--- config.mk ---
export PLATFORM = sky130hd
export DESIGN_NAME = ntsc_write_pack
export DESIGN_NICKNAME = d
export VERILOG_FILES = /design/src/rtl/ntsc_write_pack.sv
export SDC_FILE = /design/constraint.sdc
export NUM_CORES = 1
export LEC_CHECK = 0
export ABC_AREA = 0
export BUFFER_PORTS_ARGS = -buffer_cell sky130_fd_sc_hd__buf_2
export CORE_ASPECT_RATIO = 1.1
export CORE_UTILIZATION = 50
export CTS_CLUSTER_DIAMETER = 30
export DETAILED_ROUTE_END_ITERATION = 16
export GPL_TIMING_DRIVEN = 0
export PLACE_DENSITY = 0.79
export SETUP_SLACK_MARGIN = 0.3
export SYNTH_ARGS = -nofsm -noshare
export SYNTH_HDL_FRONTEND = slang
export SYNTH_SLANG_ARGS = --single-unit
--- constraint.sdc ---
create_clock -name clock -period 3.3 [get_ports clock]
set_input_delay 0.495 -clock clock [delete_from_list [all_inputs] [get_ports clock]]
set_output_delay 0.495 -clock clock [all_outputs]
set_load 0.02 [all_outputs]
--- src/rtl/ntsc_write_pack.sv ---
// ntsc_write_pack: pairs even/odd pixels into 36-bit words; flag rises the cycle after the completing pixel; show-ahead FIFO drained by done_ntsc.
// A full FIFO drops the completed word and sets sticky overflow; define NTSC_WRITE_STATS_EN to build the drop_count counter.
`ifndef LOG_HCOUNT
`define LOG_HCOUNT 10
`endif
`ifndef LOG_VCOUNT
`define LOG_VCOUNT 10
`endif
`ifndef LOG_MEM
`define LOG_MEM 36
`endif

module ntsc_write_pack #(
  parameter int FIFO_DEPTH = 8,
  parameter int H_ACTIVE   = 640,
  parameter int V_ACTIVE   = 480
) (
  input  logic                   clock,
  input  logic                   reset_b,
  input  logic                   frame_start,
  input  logic                   pixel_valid,
  input  logic [17:0]            pixel,
  input  logic [`LOG_HCOUNT-1:0] pixel_hcount,
  input  logic [`LOG_VCOUNT-1:0] pixel_vcount,
  output logic                   ntsc_flag,
  output logic [`LOG_MEM-1:0]    ntsc_pixel,
  output logic [`LOG_HCOUNT-1:0] ntsc_hcount,
  output logic [`LOG_VCOUNT-1:0] ntsc_vcount,
  input  logic                   done_ntsc,
  output logic                   frame_done,
  output logic                   overflow,
  output logic [15:0]            drop_count
);

  localparam int HW = `LOG_HCOUNT;
  localparam int VW = `LOG_VCOUNT;
  localparam int MW = `LOG_MEM;
  localparam int AW = $clog2(FIFO_DEPTH);
  localparam int CW = AW + 1;

  typedef struct packed {
    logic          last;
    logic [VW-1:0] v;
    logic [HW-1:0] h;
    logic [MW-1:0] word;
  } entry_t;

  logic          r_half;
  logic [17:0]   r_held_pix;
  logic [HW-1:0] r_held_h;
  logic [VW-1:0] r_held_v;
  entry_t        r_mem [FIFO_DEPTH];
  logic [AW-1:0] r_wr_ptr;
  logic [AW-1:0] r_rd_ptr;
  logic [CW-1:0] r_count;
  logic          r_overflow;

  logic          w_in_bounds;
  logic          w_odd;
  logic          w_half;
  logic [HW-1:0] w_held_h_next;
  logic          w_match;
  logic          w_push_req;
  logic          w_push;
  logic          w_pop;
  logic          w_last;
  entry_t        w_entry;
  entry_t        w_head;

  assign w_in_bounds   = pixel_valid && (32'(pixel_hcount) < H_ACTIVE) && (32'(pixel_vcount) < V_ACTIVE);
  assign w_odd         = pixel_hcount[0];
  // frame_start makes this cycle's pixel see an EMPTY packer
  assign w_half        = r_half && !frame_start;
  assign w_held_h_next = r_held_h + HW'(1);
  assign w_match       = (pixel_hcount == w_held_h_next) && (pixel_vcount == r_held_v);
  assign w_push_req    = w_in_bounds && w_half && w_odd && w_match;
  assign w_pop         = done_ntsc && (r_count != '0);
  assign w_push        = w_push_req && ((r_count < CW'(FIFO_DEPTH)) || w_pop);
  assign w_last        = (32'(r_held_h) == H_ACTIVE - 2) && (32'(r_held_v) == V_ACTIVE - 1);
  assign w_entry       = '{last: w_last, v: r_held_v, h: r_held_h, word: MW'({pixel, r_held_pix})};
  assign w_head        = r_mem[r_rd_ptr];

  // Every in-bounds even pixel (re)latches; every in-bounds odd pixel leaves HALF.
  always_ff @(posedge clock or negedge reset_b) begin
    if (!reset_b) begin
      r_half     <= 1'b0;
      r_held_pix <= '0;
      r_held_h   <= '0;
      r_held_v   <= '0;
    end else if (w_in_bounds) begin
      if (!w_odd) begin
        r_half     <= 1'b1;
        r_held_pix <= pixel;
        r_held_h   <= pixel_hcount;
        r_held_v   <= pixel_vcount;
      end else begin
        r_half <= 1'b0;
      end
    end else if (frame_start) begin
      r_half <= 1'b0;
    end
  end

  always_ff @(posedge clock or negedge reset_b) begin
    if (!reset_b) begin
      for (int i = 0; i < FIFO_DEPTH; i++) r_mem[i] <= '0;
      r_wr_ptr   <= '0;
      r_rd_ptr   <= '0;
      r_count    <= '0;
      r_overflow <= 1'b0;
    end else begin
      if (w_push) begin
        r_mem[r_wr_ptr] <= w_entry;
        r_wr_ptr        <= r_wr_ptr + AW'(1);
      end
      if (w_pop) r_rd_ptr <= r_rd_ptr + AW'(1);
      r_count <= r_count + CW'(w_push) - CW'(w_pop);
      if (w_push_req && !w_push) r_overflow <= 1'b1;
    end
  end

  assign ntsc_flag   = (r_count != '0);
  assign ntsc_pixel  = w_head.word;
  assign ntsc_hcount = w_head.h;
  assign ntsc_vcount = w_head.v;
  assign frame_done  = w_pop && w_head.last;
  assign overflow    = r_overflow;

`ifdef NTSC_WRITE_STATS_EN
  logic [1:0]  w_pix_drop;
  logic [1:0]  w_drop_inc;
  logic [16:0] w_drop_sum;
  logic [15:0] r_drop_count;

  always_comb begin
    w_pix_drop = 2'd0;
    if (w_in_bounds) begin
      if (!w_half && w_odd)              w_pix_drop = 2'd1;
      else if (w_half && !w_odd)         w_pix_drop = 2'd1;
      else if (w_half && w_odd && !w_match) w_pix_drop = 2'd2;
    end
  end

  assign w_drop_inc = w_pix_drop + {1'b0, frame_start && r_half};
  assign w_drop_sum = {1'b0, r_drop_count} + 17'(w_drop_inc);

  always_ff @(posedge clock or negedge reset_b) begin
    if (!reset_b) r_drop_count <= '0;
    else          r_drop_count <= w_drop_sum[16] ? 16'hFFFF : w_drop_sum[15:0];
  end

  assign drop_count = r_drop_count;
`else
  assign drop_count = '0;
`endif

endmodule

==> run_results.csv <==
group,metric,value,unit
cells_and_area,most-common-layout-cells,"497 x dfrtp_1, 481 x mux2_2, 112 x mux4_2, 109 x clkbuf_16, 72 x buf_2",
timing,fin_crit_sh,91.17,%
route,vias_per_cell,5.750,
timing,rsz0062_at_grt,"yes",
clock_network,clock_sinks,497,
timing,setup_viol_count_final,0,
cells_and_area,fin_nets,1678,
worst_setup_path,crit_path_max_fanout,7,
die,ioPinCount,118,
power_and_ir_drop,peakVddDrop,0.0005841,V
run_status,outcome,"completed",
global_routing,grt_antenna_before_repair,0,
timing,hold_viol,0,
route,routed_wl,54790,microns
global_routing,grt_pass1_wl,85540,microns
hold_path,whs_endpoint,"r_held_h[4]",
place,gp_congestion,0.8179,
die,initial_core_util,50.58,%
route,via_count,13200,
worst_setup_path,cp-end-kind,"output pin",
timing,min_period,3009,ps
synthesis,ys_seq_elements,497,
clock_network,cts_root_buf,"clkbuf_16",
synthesis,yosysUniqueCellTypes,39,
power_and_ir_drop,finalPower,21.06,mW
timing,hold_slack,133.2,ps
hold_path,min_path_type,"input pin to register",
worst_setup_path,r2r-end,"r_mem[60]",
worst_setup_path,startpoint_type,"register",
synthesis,synth_ff_type,"dfrtp_1",
global_routing,grt_pass1_vias,14720,
hold_path,min_path_cells,2,
cells_and_area,instances_no_fill,2295,
timing,drv_slew,0,
power_and_ir_drop,power_density,729.5,nW/um^2
die,core,44390,sq um
clock_network,cts_max_path_buffers,3,
place,dpl.cell_count,2072,
route,first_pass_iters,7,
global_routing,grt-ovfl-total,0,
route,avgRoutedWirePerCell,23.87,microns
synthesis,async_flop_share,100.0,%
global_routing,grt_max_degree,118,
route,drtIter0Drc,726,
hold_path,hold_start,"pixel_hcount[4]",
worst_setup_path,r2r_cells,8,
cells_and_area,antenna_cells,0,
clock_network,htreeDepth,3,
cells_and_area,drive_above_1_share,61.55,%
clock_network,path_clk_slew,40,ps
synthesis,ys_warn_count,0,
worst_setup_path,r2r_slack,350,ps
worst_setup_path,crit_arrival,2510,ps
die,rows,81,
synthesis,synth_top_area_share,55.39,%
route,antenna_left,0,
place,dpl.hpwl,32410,microns
die,die_w,204.0,microns
clock_network,cts_tree,"built",
route,post-route-drc-count,0,
die,dieArea,45750,sq um
worst_setup_path,crit_type,"register to output pin",
power_and_ir_drop,power_leakage,14.23,nW
timing,relSlewSlack,20.06,%
clock_network,clock_latency,620,ps
synthesis,ys_seq_area_share,55.39,%
synthesis,synth_edf_count,0,
timing,worst_slew_pin_slew,1199,ps
timing,fmax,0.3324,GHz
clock_network,cts_made_buffers,102,
cells_and_area,areaGrowthSynthToFinish,28.61,%
cells_and_area,layout.cells.most_common,"dfrtp_1",
synthesis,yosys-top-cells-area,"dfrtp_1 55%, mux2_2 26%, mux4_2 11%",
global_routing,groute.usage.overall,24.75,%
die,fp.dieH,224.2,microns
cells_and_area,final_core_util,65.05,%
worst_setup_path,worstPathRequired,2800,ps
synthesis,synth_top_cell_by_area,"dfrtp_1",
timing,clock-skew-final,20.93,ps
synthesis,avgSynthCellArea,16.38,sq um
run,max_cap_violations,0,
synthesis,synth_area,22450,sq um
place,port_buffers,100,
worst_setup_path,path_cells,"buf_8 > buf_12 > buf_12 > buf_16 > mux4_2 > mux2_4 > buf_6",
worst_setup_path,slowest_stage,"mux4_2",
synthesis,synthCells,1371,
worst_setup_path,max_stage_delay,530,ps
worst_setup_path,worstReg2RegStart,"r_held_h[6]",
worst_setup_path,cpMostUsedCell,"buf_12",
-- cells in the mapped netlist (all sizes together), types with 2 or more instances --
master	number
mux2	532
dfrtp	497
mux4	112
buf	74
clkbuf	43
xnor2	15
nand4	14
nor4	11
inv	10
xor2	10
ha	7
and2	5
nor2b	5
or4	5
nand2	4
nor2	4
nand3	3
a21o	2
nand2b	2
nand4b	2
o21ai	2
-- critical path, delay by kind of cell, from the launching register on --
family | cells | cell delay [ps]
buf+inv | 5 | 700
flops | 1 | 380
mux | 2 | 810
-- metal layers --
metal  GRT usage, %  vias to the layer above  part of all wire [%]  wire, microns
met1          32.18                     7099                    42          23130
met2          41.08                      353                    51          27730
met5              0                        -                     0              0
met4          10.11                        0                   3.2           1742
li1               -                     5617                     -              -
met3          4.535                      127                   4.0           2185
-- flip-flops by register name, summed over array words and instances (netlist names) --
signal      flops
r_mem         448
r_held_pix     18
r_held_v       10
r_held_h        9
r_count         4
r_rd_ptr        3
r_wr_ptr        3
overflow        1
r_half          1
-- power by group --
| part | internal (mW) | switching (mW) | total (mW) |
|---|---|---|---|
| clock network | 7.44 | 3.34 | 10.8 |
| logic | 1.83 | 1.97 | 3.80 |
| registers | 6.27 | 0.212 | 6.48 |
| total | 15.5 | 5.53 | 21.1 |
-- how the worst max path moves through the flow --
stage / from / depth (start not counted) / end
after floorplan: frame_start / 9 / r_count[2]
after global placement: reset_b / 1 / r_mem[269]
after detailed placement: pixel_hcount[3] / 7 / r_mem[220]
final: r_rd_ptr[0] / 7 / ntsc_pixel[24]
after CTS: r_rd_ptr[0] / 7 / ntsc_pixel[2]
after global routing: r_rd_ptr[0] / 7 / ntsc_pixel[27]
-- area by class of cell --
type / count / area [sq um]
clock inverters: 50 / 733.2
well taps: 581 / 726.9
flip-flops and latches: 497 / 12440
plain buffers: 117 / 974.7
fillers: 2971 / 15510
multi-input cells: 763 / 9627
repair buffers: 136 / 1368
inverters: 10 / 37.54
clock buffers: 141 / 2972
-- per-stage QoR --
stage	worst slack, ps	instance area, sq um	setup TNS (ps)
2_1_floorplan	303.7	22510	0
3_3_place_gp	-7787	23740	-3976070
3_5_place_dp	-576.5	23860	-148930
4_1_cts	214.8	28420	0
5_1_grt	228.0	28880	0
6_report	291.3	28880	0
-- timing repair --
item,CTS,global route
hold buffers,1,0
hold endpoints to repair,85,0
setup buffers,20,3
setup endpoints to repair,484,415
gates resized for setup,147,132
pin swaps,3,4
cloned,8,0
-- logic make-up after synthesis --
| kind of cell | Yosys count | share of synthesized area (%) |
|---|---|---|
| AO/OA/AOI/OAI | 7 | 0.2173 |
| XOR/XNOR | 25 | 0.9753 |
| adder cells (fa/ha/maj) | 8 | 0.4793 |
| buffers and inverters | 127 | 3.009 |
| flip-flops | 497 | 55.39 |
| multiplexers | 645 | 37.96 |
| other | 1 | 0.01670 |
| AND/OR/NAND/NOR | 61 | 1.945 |
Power figures use the tool's default switching activity.
